$ cat config.mk
export PLATFORM = sky130hd
export DESIGN_NAME = bitmanip_issue
export DESIGN_NICKNAME = d
export VERILOG_FILES = /design/src/rtl/bitmanip_issue.sv
export SDC_FILE = /design/constraint.sdc
export NUM_CORES = 1
export LEC_CHECK = 0
export ABC_AREA = 1
export CORE_ASPECT_RATIO = 0.7
export CORE_MARGIN = 2
export CORE_UTILIZATION = 45
export DETAILED_ROUTE_END_ITERATION = 8
export GPL_TIMING_DRIVEN = 0
export PLACE_DENSITY = 0.73
export SLEW_MARGIN = 0
export SYNTH_ARGS = -nofsm -noshare
export SYNTH_HDL_FRONTEND = slang
export SYNTH_SLANG_ARGS = --single-unit
$ cat constraint.sdc
create_clock -name clk -period 2.4 [get_ports clk]
set_clock_uncertainty 0.2 [all_clocks]
set_input_delay 0.6 -clock clk [delete_from_list [all_inputs] [get_ports clk]]
set_output_delay 0.6 -clock clk [all_outputs]
set_load 0.01 [all_outputs]
$ cat src/rtl/bitmanip_issue.sv
// Decode/issue stage for the bitmanip execute unit.
// Decodes the supported Zb* ops into a one-hot control vector and holds up to two entries
// (main + skid). A clmul/clmulh at the head is held back while the iterative clmul unit
// is still busy with the previous one.
module bitmanip_issue #(
    parameter int unsigned CLMUL_LAT = 4
) (
    input  logic        clk,
    input  logic        rst,
    input  logic        in_valid,
    output logic        in_ready,
    input  logic [31:0] in_instr,
    input  logic [31:0] in_rs1,
    input  logic [31:0] in_rs2,
    output logic        out_valid,
    input  logic        out_ready,
    output logic [21:0] out_ctrl,
    output logic [31:0] out_rs1,
    output logic [31:0] out_rs2,
    output logic [4:0]  out_rd_addr,
    output logic        out_illegal
);

    // Major opcodes
    localparam logic [6:0] OpcOp    = 7'b0110011;
    localparam logic [6:0] OpcOpImm = 7'b0010011;

    // Op flag positions inside out_ctrl[15:0]
    localparam int unsigned BitClmul  = 15;
    localparam int unsigned BitClmulh = 14;
    localparam int unsigned BitXpermN = 13;
    localparam int unsigned BitXpermB = 12;
    localparam int unsigned BitRor    = 11;
    localparam int unsigned BitRol    = 10;
    localparam int unsigned BitRori   = 9;
    localparam int unsigned BitAndn   = 8;
    localparam int unsigned BitOrn    = 7;
    localparam int unsigned BitXnor   = 6;
    localparam int unsigned BitPack   = 5;
    localparam int unsigned BitPacku  = 4;
    localparam int unsigned BitPackh  = 3;
    localparam int unsigned BitGrevi  = 2;
    localparam int unsigned BitShfl   = 1;
    localparam int unsigned BitUnshfl = 0;

    // Value the busy counter takes when a clmul leaves; 0 means back-to-back is allowed.
    localparam logic [3:0] ClmulLoad = 4'(CLMUL_LAT - 1);

    typedef struct packed {
        logic [21:0] ctrl;
        logic        illegal;
        logic [31:0] rs1;
        logic [31:0] rs2;
        logic [4:0]  rd_addr;
    } entry_t;

    localparam entry_t EntryReset = '0;

    logic [6:0]  f7;
    logic [2:0]  f3;
    logic [6:0]  opc;
    logic [9:0]  funct;
    logic [15:0] dec_op;
    logic [5:0]  dec_imm;
    entry_t      dec_entry;

    entry_t      main_q, main_d;
    entry_t      skid_q, skid_d;
    logic        main_valid_q, main_valid_d;
    logic        skid_valid_q, skid_valid_d;
    logic        in_ready_q, in_ready_d;
    logic [3:0]  clmul_cnt_q, clmul_cnt_d;

    logic        main_is_clmul;
    logic        in_xfer;
    logic        out_xfer;

    // rs1 register field is not needed here; operands arrive pre-read.
    logic        unused_instr_bits;
    assign unused_instr_bits = ^in_instr[19:15];

    assign f7    = in_instr[31:25];
    assign f3    = in_instr[14:12];
    assign opc   = in_instr[6:0];
    assign funct = {f7, f3};

    // Combinational decode of the incoming word into op flags and shift immediate
    always_comb begin
        dec_op  = '0;
        dec_imm = '0;
        if (opc == OpcOp) begin
            case (funct)
                {7'b0000101, 3'b001}: dec_op[BitClmul]  = 1'b1;
                {7'b0000101, 3'b011}: dec_op[BitClmulh] = 1'b1;
                {7'b0010100, 3'b010}: dec_op[BitXpermN] = 1'b1;
                {7'b0010100, 3'b100}: dec_op[BitXpermB] = 1'b1;
                {7'b0110000, 3'b101}: dec_op[BitRor]    = 1'b1;
                {7'b0110000, 3'b001}: dec_op[BitRol]    = 1'b1;
                {7'b0100000, 3'b111}: dec_op[BitAndn]   = 1'b1;
                {7'b0100000, 3'b110}: dec_op[BitOrn]    = 1'b1;
                {7'b0100000, 3'b100}: dec_op[BitXnor]   = 1'b1;
                {7'b0000100, 3'b100}: dec_op[BitPack]   = 1'b1;
                {7'b0100100, 3'b100}: dec_op[BitPacku]  = 1'b1;
                {7'b0000100, 3'b111}: dec_op[BitPackh]  = 1'b1;
                {7'b0000100, 3'b001}: dec_op[BitShfl]   = 1'b1;
                {7'b0000100, 3'b101}: dec_op[BitUnshfl] = 1'b1;
                default: ;
            endcase
        end else if (opc == OpcOpImm) begin
            case (funct)
                {7'b0110000, 3'b101}: begin
                    dec_op[BitRori] = 1'b1;
                    dec_imm         = {1'b0, in_instr[24:20]};
                end
                {7'b0110100, 3'b101}: begin
                    dec_op[BitGrevi] = 1'b1;
                    dec_imm          = {1'b0, in_instr[24:20]};
                end
                default: ;
            endcase
        end
    end

    // Pack the decoded word with its operands into one buffer entry
    always_comb begin
        dec_entry         = EntryReset;
        dec_entry.ctrl    = {dec_imm, dec_op};
        dec_entry.illegal = (dec_op == '0);
        dec_entry.rs1     = in_rs1;
        dec_entry.rs2     = in_rs2;
        dec_entry.rd_addr = in_instr[11:7];
    end

    assign main_is_clmul = main_q.ctrl[BitClmul] | main_q.ctrl[BitClmulh];

    // Hold a clmul at the head while the previous one still occupies the unit.
    assign out_valid = main_valid_q & ~(main_is_clmul & (clmul_cnt_q != 4'd0));
    assign in_ready  = in_ready_q;
    assign in_xfer   = in_valid & in_ready_q;
    assign out_xfer  = out_valid & out_ready;

    // Next-state for the main/skid pair; skid can only hold data while main is full
    always_comb begin
        main_d       = main_q;
        skid_d       = skid_q;
        main_valid_d = main_valid_q;
        skid_valid_d = skid_valid_q;
        if (out_xfer) begin
            if (skid_valid_q) begin
                // in_ready was low, so nothing new arrives this cycle
                main_d       = skid_q;
                skid_valid_d = 1'b0;
            end else if (in_xfer) begin
                main_d = dec_entry;
            end else begin
                main_valid_d = 1'b0;
            end
        end else if (in_xfer) begin
            if (!main_valid_q) begin
                main_d       = dec_entry;
                main_valid_d = 1'b1;
            end else begin
                skid_d       = dec_entry;
                skid_valid_d = 1'b1;
            end
        end
        // Registered ready: depends only on next skid occupancy, never on out_ready directly
        in_ready_d = ~skid_valid_d;
    end

    // Busy counter for the iterative clmul unit: reload on clmul issue, else count down to 0
    always_comb begin
        clmul_cnt_d = clmul_cnt_q;
        if (out_xfer && main_is_clmul) begin
            clmul_cnt_d = ClmulLoad;
        end else if (clmul_cnt_q != 4'd0) begin
            clmul_cnt_d = clmul_cnt_q - 4'd1;
        end
    end

    // State registers; reset discards both entries and clears the hazard counter
    always_ff @(posedge clk or negedge rst) begin
        if (!rst) begin
            main_q       <= EntryReset;
            skid_q       <= EntryReset;
            main_valid_q <= 1'b0;
            skid_valid_q <= 1'b0;
            in_ready_q   <= 1'b1;
            clmul_cnt_q  <= 4'd0;
        end else begin
            main_q       <= main_d;
            skid_q       <= skid_d;
            main_valid_q <= main_valid_d;
            skid_valid_q <= skid_valid_d;
            in_ready_q   <= in_ready_d;
            clmul_cnt_q  <= clmul_cnt_d;
        end
    end

    assign out_ctrl    = main_q.ctrl;
    assign out_illegal = main_q.illegal;
    assign out_rs1     = main_q.rs1;
    assign out_rs2     = main_q.rs2;
    assign out_rd_addr = main_q.rd_addr;

endmodule

==> results.json <==
{
  "outcome": "completed",
  "period_needed_ns": 2.38,
  "cts_buffers": 17,
  "irDropWorstVdd_mv": 0.610,
  "netlist_top_cells_count": "nand2_1, dfrtp_1, o21ai_0",
  "startpoint_type": "flop",
  "drtIter0Drc": 658,
  "root_buffer": "clkbuf_16",
  "switchingPower_uw": 5390,
  "power_uw": 14000,
  "detail_route.wl_per_cell_microns": 15.3,
  "io_buffer_count": 187,
  "dieArea_sq_mm": 0.0203,
  "synth_ff_type": "dfrtp_1",
  "timing.final.crit_share_pct": 99.3,
  "powerDensity_mw_per_mm2": 1200,
  "chipWidth_microns": 169,
  "first_pass_iters": 5,
  "layout-drive-gt1-share_pct": 9.06,
  "fmax_ghz": 0.419,
  "crit_top_cell": "inv_2",
  "synthTopCellsByArea": "dfrtp_1, nand2_1, o21ai_0",
  "synth_nets": 1195,
  "pwr-share-comb_pct": 42.4,
  "setup_viol": 0,
  "arrival_ns": 1.58,
  "overflow": 0,
  "hold_class": "flop to flop",
  "clock_latency_ns": 0.43,
  "grt_pass1_wl_microns": 38600,
  "rsz0062_at_grt": "yes",
  "drc": 0,
  "synthArstFlopShare_pct": 100,
  "reg2reg_slack_ns": 0.09,
  "clockBufferDepth": 2,
  "cts_tree": "yes",
  "max-slew-margin-rel_pct": 55.9,
  "grt_pass1_vias": 7566,
  "endpoint": "out_valid",
  "n_antenna_cell": 0,
  "synth.top_cell.area_share_pct": 54.6,
  "cts.sinks": 189,
  "initial_core_util_pct": 45.7,
  "leakage_uw": 0.00578,
  "endpoint_kind": "output pin",
  "ys_seq_area_share_pct": 54.9,
  "synth.most_common_cell": "nand2_1",
  "hold_viol_final": 0,
  "avgSynthCellArea_sq_um": 7.88,
  "reg2reg_depth": 12,
  "grt_usage_pct": 24.3,
  "timing.rr.start": "clmul_cnt_q[0]$_DFFE_PN0P_",
  "dp.final_hpwl_microns": 16500,
  "clk_pin_slew_ns": 0.07,
  "crit_path_start": "clmul_cnt_q[0]$_DFFE_PN0P_",
  "final_nets": 1412,
  "critPathRequiredTime_ns": 1.60,
  "core_sq_mm": 0.0189,
  "num_io_pins": 194,
  "path_cells": "inv_2, ha_4, inv_2, nor2_4, nand2_4, a21oi_4, buf_6",
  "yosysUniqueCellTypes": 26,
  "swShare_pct": 38.4,
  "ys_ff_latch": 189,
  "crit_type": "flop to output pin",
  "crit_path_max_fanout": 3,
  "p_int_uw": 8650,
  "cts.htree.levels": 4,
  "synthCells": 1094,
  "maxCapViolCount": 0,
  "max_stage_delay_ns": 0.40,
  "synth_edf_count": 0,
  "yosysTopAreaCell": "dfrtp_1",
  "max_slew.worst_pin.slew_ns": 0.662,
  "grt_max_degree": 122,
  "antenna_left": 0,
  "seqPwrFrac_pct": 37.1,
  "synth_area_sq_mm": 0.00862,
  "slew_violations": 0,
  "synth_warnings": 0,
  "cpMaxStageDelayCell": "dfrtp_1",
  "p_clk_share_pct": 20.5,
  "fill_cells": 1600,
  "rows": 42,
  "syn_to_final_growth_pct": 35.3,
  "dieHeight_microns": 120,
  "gp_congestion": 0.912,
  "whs_ns": 0.283,
  "wl_microns": 24000,
  "avgViaCountPerCell": 4.99,
  "antenna_found_initial": 0,
  "dr_total_vias": 7816,
  "r2r-end": "out_ctrl[12]$_DFFE_PN0P_"
}
## state kept, by name, indices dropped and copies added (netlist names)
name,flops
skid_q,91
out_rs2,32
skid_valid_q,1
main_valid_q,1
in_ready,1
out_rd_addr,5
out_rs1,32
out_ctrl,21
out_illegal,1
clmul_cnt_q,4
## through the flow
stage	cells	setup WS (ns)	utilization [%]	instance area (sq um)	TNS (ns)
3_5_place_dp	1524	-0.431	57.4	10800	-26.63
2_1_floorplan	1094	0.273	-	8620	0
4_1_cts	1559	-0.0203	61.0	11500	-0.0223
6_report	1566	0.0161	61.9	11700	0
5_1_grt	1566	-0.0621	61.9	11700	-0.362
3_3_place_gp	1523	-7.44	57.2	10800	-1419.49
## cells by family after synthesis
kind of cell             share of synthesized area [%]
other                                           0.0435
flip-flops                                        54.9
AND/OR/NAND/NOR                                   24.5
AO/OA/AOI/OAI                                     11.7
adder cells (fa/ha/maj)                          0.145
buffers and inverters                             8.78
## layout make-up
class	instances	area [sq um]	share of cell area, %
tap	242	303	2.59
buffer	58	420	3.60
timing repair buffer	198	2000	17.1
inverter	105	404	3.46
clock inverter	15	175	1.50
multi-input combinational	742	3220	27.6
clock buffer	17	425	3.64
sequential	189	4730	40.5
## worst min path at each step
stage                                             to                       start  depth (start not counted)  slack, ns
after floorplan           clmul_cnt_q[0]$_DFFE_PN0P_                         rst                          0       0.10
after global placement    clmul_cnt_q[2]$_DFFE_PN0P_  clmul_cnt_q[3]$_DFFE_PN0P_                          2       0.25
after detailed placement  clmul_cnt_q[2]$_DFFE_PN0P_  clmul_cnt_q[3]$_DFFE_PN0P_                          2       0.27
after CTS                 clmul_cnt_q[2]$_DFFE_PN0P_  clmul_cnt_q[3]$_DFFE_PN0P_                          2       0.27
after global routing         out_rs2[14]$_DFFE_PN0P_     out_rs2[14]$_DFFE_PN0P_                          2       0.30
final                        out_ctrl[4]$_DFFE_PN0P_     out_ctrl[4]$_DFFE_PN0P_                          2       0.28
## critical path, delay by kind of cell, from the launching register on
family / cells / cell delay, ns
buffers and inverters: 3 / 0.25
adders and majority gates: 1 / 0.13
and+or+nand+nor: 2 / 0.18
AOI/OAI and AO/OA: 1 / 0.19
DFF: 1 / 0.40
## power groups by stage
stage | combinational (uW) | clock [uW] | sequential [uW]
floorplan | 2820 | 0 | 5390
global placement | 5450 | 0 | 5210
detailed placement | 5580 | 0 | 5230
CTS | 5730 | 2930 | 5200
global route | 6590 | 3070 | 5360
finish | 5950 | 2880 | 5210
## cells in the final DEF (no fill, tap or decap), types with 3 or more instances in the layout
cell             Yosys  routed
inv_1              102      99
dfrtp_1            188     188
o21ai_0            133     131
clkbuf_16            0      17
nand3_1             21      21
buf_2               22      18
nor3_1               7       6
inv_8                0       5
or2_2                3       3
nand2_4              0       5
buf_6               15      14
nor2_1              32      26
o21ai_1             55      57
buf_4                1      14
a21oi_1              7       7
buf_12               0       3
clkdlybuf4s50_1      0     185
nor4_1               3       3
clkbuf_2             0       7
nor2_2               0       5
nand2_1            467     465
clkinv_4             0       3
inv_6                0       4
clkbuf_1            20       9
inv_2                2       4
## repair_timing
| item | in CTS | in global routing |
|---|---|---|
| hold endpoints to repair | 67 | 0 |
| gates resized for setup | 23 | 43 |
| pin swaps | 1 | 3 |
| hold buffers | 1 | 0 |
| endpoints found under the setup margin | 172 | 123 |
| setup buffers | 2 | 7 |
## routing by layer
| metal | global-route usage [%] | wire (microns) | vias up |
|---|---|---|---|
| met5 | 0 | 0 | - |
| met4 | 5.98 | 281 | 0 |
| met3 | 6.73 | 1750 | 19 |
| met2 | 36.5 | 10400 | 263 |
| met1 | 35.0 | 11500 | 3693 |
| li1 | - | - | 3841 |
(Power assumes the default switching activity.)
